File: config.mk
export PLATFORM = sky130hd
export DESIGN_NAME = mem_ctrl
export DESIGN_NICKNAME = d
export VERILOG_FILES = /design/src/rtl/mem_ctrl_pkg.sv /design/src/rtl/mem_ctrl_beat.sv /design/src/rtl/mem_ctrl.sv
export SDC_FILE = /design/constraint.sdc
export NUM_CORES = 1
export LEC_CHECK = 0
export CAP_MARGIN = 15
export CORE_ASPECT_RATIO = 1.2
export CORE_MARGIN = 4
export CORE_UTILIZATION = 44
export CTS_CLUSTER_SIZE = 24
export DETAILED_ROUTE_END_ITERATION = 8
export PLACE_DENSITY_LB_ADDON = 0.12
export SLEW_MARGIN = 10
export SYNTH_ARGS = -nofsm -noshare
export SYNTH_HDL_FRONTEND = slang
export SYNTH_HIERARCHICAL = 1
export SYNTH_SLANG_ARGS = --single-unit
File: constraint.sdc
create_clock -name clk -period 3.9 [get_ports clk]
set_clock_uncertainty 0.2 [all_clocks]
set_input_delay 0.585 -clock clk [delete_from_list [all_inputs] [get_ports clk]]
set_output_delay 0.585 -clock clk [all_outputs]
set_load 0.05 [all_outputs]
File: src/rtl/mem_ctrl_pkg.sv
// Shared definitions for the byte-serial memory controller:
// FSM states, enable levels, the zero word and stall-vector bit indices.
package mem_ctrl_pkg;

    typedef enum logic [1:0] {
        IDLE   = 2'd0,
        IF_RD  = 2'd1,
        MEM_RD = 2'd2,
        MEM_WR = 2'd3
    } state_t;

    localparam logic ENABLE  = 1'b1;
    localparam logic DISABLE = 1'b0;

    localparam logic [31:0] ZERO_WORD = 32'h0000_0000;

    // Bit positions in the 6-bit stall vector built by the stall controller
    localparam int STALL_W   = 6;
    localparam int STALL_PC  = 0;
    localparam int STALL_IF  = 1;
    localparam int STALL_ID  = 2;
    localparam int STALL_EX  = 3;
    localparam int STALL_MEM = 4;
    localparam int STALL_WB  = 5;

    function automatic logic [2:0] len_bytes(input logic [2:0] len);
        return (len == 3'd1 || len == 3'd2) ? len : 3'd4;
    endfunction

endpackage

File: src/rtl/mem_ctrl_beat.sv
// Beat counter plus byte-lane buffer, shared by the read and write paths:
// reads merge RAM bytes into lanes, writes pick the next byte out of the word.
module mem_ctrl_beat
    import mem_ctrl_pkg::*;
(
    input  logic        clk,
    input  logic        rst,
    input  logic        ld,
    input  logic        clr,
    input  logic        inc,
    input  logic        cap,
    input  logic [31:0] ld_data,
    input  logic [7:0]  din,
    output logic [2:0]  idx,
    output logic [31:0] word,
    output logic [7:0]  nxt_byte
);

    logic [31:0] word_q;

    always_ff @(posedge clk) begin
        if (rst) begin
            idx    <= 3'd0;
            word_q <= ZERO_WORD;
        end else if (ld) begin
            idx    <= 3'd0;
            word_q <= ld_data;
        end else begin
            if (clr)
                idx <= 3'd0;
            else if (inc)
                idx <= idx + 3'd1;
            if (cap)
                word_q <= word;
        end
    end

    // The byte on din belongs to the address issued one beat earlier
    always_comb begin
        word = word_q;
        case (idx)
            3'd1:    word[7:0]   = din;
            3'd2:    word[15:8]  = din;
            3'd3:    word[23:16] = din;
            3'd4:    word[31:24] = din;
            default: ;
        endcase
    end

    always_comb begin
        nxt_byte = 8'h00;
        case (idx)
            3'd0:    nxt_byte = word_q[15:8];
            3'd1:    nxt_byte = word_q[23:16];
            3'd2:    nxt_byte = word_q[31:24];
            default: ;
        endcase
    end

endmodule

File: src/rtl/mem_ctrl.sv
// Byte-serial controller between IF/MEM stages and the 8-bit unified RAM.
// Define MEM_CTRL_IF_ABORT_EN to let branch_flush abort an in-flight fetch.
module mem_ctrl
    import mem_ctrl_pkg::*;
#(
    parameter int ADDR_W = 32
) (
    input  logic              clk,
    input  logic              rst,
    input  logic              if_req,
    input  logic [31:0]       if_addr,
    output logic [31:0]       if_data,
    output logic              if_done,
    input  logic              mem_req,
    input  logic              mem_we,
    input  logic [31:0]       mem_addr,
    input  logic [2:0]        mem_len,
    input  logic [31:0]       mem_wdata,
    output logic [31:0]       mem_rdata,
    output logic              mem_done,
    input  logic              branch_flush,
    output logic              stall_req_if,
    output logic              stall_req_mem,
    input  logic [7:0]        ram_din,
    output logic [7:0]        ram_dout,
    output logic [ADDR_W-1:0] ram_a,
    output logic              ram_wr
);

    state_t state, state_nx;

    logic [ADDR_W-1:0] base, ld_addr;
    logic [2:0]        len, ld_len, idx;
    logic [31:0]       ld_data, word, if_hold, mem_hold;
    logic [7:0]        nxt_byte;
    logic              ld, ld_wr, inc, cap, clr, fin;

    mem_ctrl_beat u_beat (
        .clk      (clk),
        .rst      (rst),
        .ld       (ld),
        .clr      (clr),
        .inc      (inc),
        .cap      (cap),
        .ld_data  (ld_data),
        .din      (ram_din),
        .idx      (idx),
        .word     (word),
        .nxt_byte (nxt_byte)
    );

    always_ff @(posedge clk) begin
        if (rst)
            state <= IDLE;
        else
            state <= state_nx;
    end

    always_comb begin
        state_nx = state;
        ld       = DISABLE;
        ld_wr    = DISABLE;
        ld_addr  = ADDR_W'(if_addr);
        ld_len   = 3'd4;
        ld_data  = ZERO_WORD;
        inc      = DISABLE;
        cap      = DISABLE;
        fin      = DISABLE;
        unique case (state)
            IDLE: begin
                if (mem_req) begin
                    ld       = ENABLE;
                    ld_wr    = mem_we;
                    ld_addr  = ADDR_W'(mem_addr);
                    ld_len   = len_bytes(mem_len);
                    ld_data  = mem_we ? mem_wdata : ZERO_WORD;
                    state_nx = mem_we ? MEM_WR : MEM_RD;
                end else if (if_req) begin
                    ld       = ENABLE;
                    state_nx = IF_RD;
                end
            end
            IF_RD, MEM_RD: begin
                cap = (idx != 3'd0);
                if (idx == len) begin
                    fin      = ENABLE;
                    state_nx = IDLE;
                end else begin
                    inc = ENABLE;
                end
`ifdef MEM_CTRL_IF_ABORT_EN
                if (state == IF_RD && branch_flush) begin
                    fin      = DISABLE;
                    inc      = DISABLE;
                    state_nx = IDLE;
                end
`endif
            end
            MEM_WR: begin
                if (idx == len - 3'd1) begin
                    fin      = ENABLE;
                    state_nx = IDLE;
                end else begin
                    inc = ENABLE;
                end
            end
            default: state_nx = IDLE;
        endcase
    end

`ifndef MEM_CTRL_IF_ABORT_EN
    logic unused_flush;
    assign unused_flush = branch_flush;
`endif

    assign clr = (state_nx == IDLE) & ~ld;

    always_ff @(posedge clk) begin
        if (rst) begin
            base     <= '0;
            len      <= 3'd0;
            ram_a    <= '0;
            ram_dout <= 8'h00;
            ram_wr   <= DISABLE;
            if_hold  <= ZERO_WORD;
            mem_hold <= ZERO_WORD;
        end else begin
            if (ld) begin
                base     <= ld_addr;
                len      <= ld_len;
                ram_a    <= ld_addr;
                ram_dout <= ld_data[7:0];
                ram_wr   <= ld_wr;
            end else if (fin && state == MEM_WR) begin
                ram_wr <= DISABLE;
            end else if (inc && (state == MEM_WR || idx + 3'd1 < len)) begin
                ram_a    <= base + ADDR_W'(idx) + ADDR_W'(1);
                ram_dout <= nxt_byte;
            end
            if (if_done)
                if_hold <= word;
            if (mem_done && state == MEM_RD)
                mem_hold <= word;
        end
    end

    // Final byte arrives in the done cycle, so data bypasses the hold register
    assign if_done   = fin & (state == IF_RD) & ~rst;
    assign mem_done  = fin & (state != IF_RD) & ~rst;
    assign if_data   = if_done ? word : if_hold;
    assign mem_rdata = (mem_done && state == MEM_RD) ? word : mem_hold;

    assign stall_req_if  = if_req & ~if_done & ~rst;
    assign stall_req_mem = mem_req & ~mem_done & ~rst;

endmodule

## Word level (Yosys, flattened, before mapping)

Cells that the tools add are included.
W data, S select, Z words.

- Register bits: 177
- Input port bits: 113
- Logic and storage cells: 99

- Add/subtract/negate cells: 4
- Magnitude comparators: 1
- Equal/unequal tests: 13
- Multiplexer cells: 43
- Bitwise operators: 13
- Reduce and logical (&&, ||, !) cells: 15

Operators by type and width:

| cell | count |
|---|---|
| $mux W32 | 12 |
| $mux W8 | 7 |
| $add A32 B1 Y32 const B | 1 |
| $add A32 B3 Y32 | 1 |
| $pmux W8 S3 | 1 |
| $mux W1 | 13 |
| $and A1 B1 Y1 | 9 |
| $eq A3 B2 Y1 const B | 3 |
| $mux W3 | 3 |
| $mux W2 | 4 |
| $eq A3 B1 Y1 const B | 2 |
| $eq A3 B3 Y1 | 2 |
| $pmux W2 S3 | 1 |
| $reduce_bool A2 Y1 | 3 |
| $eq A2 B2 Y1 const B | 2 |
| $logic_not A2 Y1 | 2 |
| $not A1 Y1 | 4 |
| $pmux W1 S2 | 2 |
| $add A3 B1 Y3 const B | 1 |
| $eq A3 B3 Y1 const B | 1 |
| $logic_and A1 B1 Y1 | 3 |
| $logic_not A3 Y1 | 1 |
| $lt A3 B3 Y1 | 1 |
| $reduce_bool A3 Y1 | 1 |
| other kinds (8) | 9 |

## Longest topological paths before layout

- Depth in word-level cells: 9
- Gate-level depth with buffers: 11
- Gate-level depth less buffers: 8

## Cells and area by module

The synthesis kept the hierarchy.

By module, submodules not included:

| module | instances | cells each | area each (um2) |
|---|---|---|---|
| mem_ctrl | 1 | 852 | 7,661.1 |
| mem_ctrl_beat | 1 | 264 | 2,311.0 |

## Worst setup path before layout

Ideal clock, no wire load.

- Path kind: register -> output
- Start point: register len[1]
- End point: output port stall_req_mem
- Arrival: 3.080 ns
- Setup slack: 0.035 ns
- Stages on the path, launching flop included: 7
- Path buffers: 0
- Cell sequence: dfxtp_1 inv_1 ha_1 xor2_1 nand4_4 a211oi_1 nor3b_1

- Word-level cells in the longest chain between the ends: 9

RTL lines:

| item | RTL line | text |
|---|---|---|
| start: declaration | mem_ctrl.sv:33 | `logic [2:0] len, ld_len, idx;` |
| start signal: assignment | mem_ctrl.sv:130 | `len <= ld_len;` |
| $sub A3 B1 Y3 | mem_ctrl.sv:100 | `if (idx == len - 3'd1) begin` |
| $eq A3 B3 Y1 | mem_ctrl.sv:100 |  |
| $mux W1 | mem_ctrl.sv:100 |  |
| $pmux W1 S2 (*) | mem_ctrl.sv:69 | `unique case (state)` |
| $and A1 B1 Y1 (*) (2 in series) | mem_ctrl.sv:149 | `assign mem_done = fin & (state != IF_RD) & ~rst;` |
| net mem_done | mem_ctrl.sv:20 | `output logic mem_done,` |
| $not A1 Y1 (*) | mem_ctrl.sv:154 | `assign stall_req_mem = mem_req & ~mem_done & ~rst;` |
| $and A1 B1 Y1 (*) (2 in series) | mem_ctrl.sv:154 |  |
| end: declaration | mem_ctrl.sv:23 | `output logic stall_req_mem,` |

Mark *: on every way through the listed nets, which the timed path passes. The rest lies on a longest branch.

## Final worst setup path

- Start point: register u_beat.idx[0]
- End point: output port if_data[31]

- Word-level cells in the longest chain between the ends: 6

RTL lines:

| item | RTL line | text |
|---|---|---|
| start: declaration | mem_ctrl_beat.sv:14 | `output logic [2:0] idx,` |
| start signal: assignment | mem_ctrl_beat.sv:32 | `idx <= idx + 3'd1;` |
| $eq A3 B3 Y1, on equally long branches | mem_ctrl.sv:100, mem_ctrl.sv:85 |  |
| $mux W1, on equally long branches | mem_ctrl.sv:100, mem_ctrl.sv:85 |  |
| $pmux W1 S2 | mem_ctrl.sv:69 |  |
| $and A1 B1 Y1 (2 in series) | mem_ctrl.sv:148 | `assign if_done = fin & (state == IF_RD) & ~rst;` |
| $mux W32 (*) | -- |  |
| end: declaration | mem_ctrl.sv:12 | `output logic [31:0] if_data,` |

Mark *: on every way between the ends. The rest lies on a longest branch, timed or not.

==> reports/metrics.cfg <==
[timing]
layout_setup_ws_ns=0.128
tightest_slew_ns=1.03
finalHoldWorstSlack_ns=0.267
relSlewSlack_pct=31.2
fin_crit_sh_pct=96.7
fmax_ghz=0.265
hold_viol_final=0
finalMaxSlewViolations=0
setup_viol=0
min_period_ns=3.77

[yosys]
synth_ff_type=dfxtp_1
mappedNetlistNets=1248
synth_edf_count=0
syn_area_per_cell_um2=8.94
synth_seq_area_share_pct=35.5
yosys.area.top_type=dfxtp_1
synth_top_area_share_pct=35.5
ys_async_sr_fraction_pct=0
synth_cell_type_count=68
syn_area_um2=9970
synth_commonest_cells=dfxtp_1, nand2_1, clkbuf_1
ys_ff_latch=177
yosysWarnings=6
netlist_instances=1116
synth_most_common_cell=dfxtp_1
ys_top_cells_by_area=dfxtp_1, mux2_2, mux2_4

[power_and_ir_drop]
swShare_pct=35.1
seq_power_share_pct=39.8
vdd_drop_max_mv=0.297
leakage_nw=5.45
power_density_nw_per_um2=404
internal_power_mw=3.37
pwr-share-comb_pct=27.2
power.switching_mw=1.82
power_frac_clock_pct=33.0

[clock_network]
cts_tree=built
ctsHtreeMaxLevel=4
clk_latency_ns=0.43
clk_pin_slew_ns=0.07
clock-sinks=177
clockRootBuffer=clkbuf_16
cts_buffer_depth=2
cts_buffers=17

[die]
fp.dieW_um=145
dieArea_um2=25100
start_util_pct=44.6
ios=222
placementRows=60
die_h_um=173
core_um2=22400

[global_routing]
overflow=0
grt_max_degree=85
grt_first_pass_wirelength_mm=46.5
antenna_found_initial=0
grtUsageTotal_pct=22.6
grt_pass1_vias=8627

[final_layout]
fillerInstances=2083
nets=1427
drive_gt1_share_pct=19.0
regArea_um2=3550
num_antenna_cells=0
areaGrowthSynthToFinish_pct=29.0
multi_input_area_um2=5870

[run]
drv_cap=0

[route]
antenna_left=0
vias_per_cell=5.46
wire_per_inst_um=18.2
wl_mm=28.9
dr.pass1.iters=5
vias=8669
first_iter_violations=512
drc_errors=0

[placed_design]
place_ws_ns=0.448
portBuffers=220
hpwl_mm=20.5
place_congestion=0.828

[setup_path]
cp_max_fo=17
critPathLaunchType=flop
endpoint_kind=output port
r2r-start=u_beat/idx[0]
critPathLaunch=u_beat/idx[0]
ff2ff_path_depth=8
cp_data_arrival_time_ns=2.99
critPathKind=flop to output port
required_ns=3.12

[min_path]
hp-start=base[2]
hold_depth=2
min_path_type=flop to flop

[status]
status=completed

timing repair:
action	4_1_cts	5_1_grt
hold buffers	0	0
buffers inserted	1	1
setup endpoints to repair	3	63
pin swaps	1	1
gates resized for setup	4	7
gates cloned	1	0
power groups by stage:
stage	Sequential (mW)	Combinational, mW	Clock, mW
CTS	2.06	1.41	1.76
finish	2.07	1.41	1.72
global placement	2.10	1.39	0
global route	2.09	1.52	1.82
detailed placement	2.11	1.40	0
floorplan	2.33	0.665	0
logic make-up after synthesis:
kind of cell | count (synthesis) | synth area share [%]
and+or+nand+nor | 443 | 24.4
DFF | 177 | 35.5
xor gates and xnor gates | 18 | 1.73
adders and majority gates | 19 | 2.46
AOI/OAI and AO/OA | 218 | 17.1
buffers and inverters | 136 | 6.17
muxes | 105 | 12.6
state kept, by name, summed over array words and instances (netlist names):
register,cells
mem_hold,32
if_hold,32
len,3
ram_wr,1
u_beat/word_q,32
state,2
ram_dout,8
base,32
u_beat/idx,3
ram_a,32
routing by layer:
layer	share of wire [%]	routed length (µm)	GRT usage, %	vias up
met5	0	0	0	-
met4	3.9	1130	9.03	0
met3	5.2	1510	5.64	47
met2	49	14300	39.3	224
met1	42	12000	26.7	4086
li1	-	-	-	4312
per-stage QoR:
stage	total power, mW	util [%]	area, µm²	instances	setup TNS [ns]
CTS	5.23	57.4	12800	1586	0
global placement	3.49	54.5	12200	1552	0
global route	5.43	57.5	12900	1587	-0.00814
floorplan	2.99	-	9970	1116	0
finish	5.19	57.5	12900	1587	0
detailed placement	3.50	54.5	12200	1552	0
critical path, cell delays in order, from the launching register on:
cell	delay [ns]
dfxtp_1	0.50
ha_1	0.39
nor2b_4	0.18
nand3_4	0.13
a2111oi_4	0.36
buf_4	0.22
buf_12	0.19
mux2_2	0.37
buf_4	0.19
layout by cell type (no fill, tap or decap), types with 9 or more instances in the layout:
master / count
dfxtp_1: 174
nand3_1: 11
ha_1: 17
buf_4: 92
mux2i_1: 30
o21ai_0: 34
clkbuf_16: 17
a31oi_1: 10
o221ai_2: 19
o31ai_1: 10
nand2_1: 109
o32ai_1: 9
mux2_4: 29
inv_1: 44
nand4_1: 9
clkdlybuf4s50_1: 152
and2_1: 42
and3_1: 26
a211oi_1: 25
nor4_1: 11
o2111ai_1: 10
nor3_1: 31
and2b_1: 55
a31o_2: 10
nor2b_1: 28
nor2_1: 60
xnor2_1: 13
nand3b_1: 26
mux2_2: 42
a21oi_1: 39
nand2b_1: 16
area by class of cell:
cell class / count / area share, %
clock buffers: 18 / 3.34
clock inverters: 14 / 1.26
inverters: 46 / 1.37
multi-input cells: 803 / 45.6
flip-flops and latches: 177 / 27.6
well taps: 279 / 2.71
repair buffers: 250 / 18.1
final timing paths:
path,end,slack [ns]
worst max register to register,ram_a[30],0.63
worst max-delay path,if_data[31],0.13
worst min-delay path,base[2],0.27
worst min register to register,base[2],0.27
No activity file was read; power rests on OpenSTA's default activity.
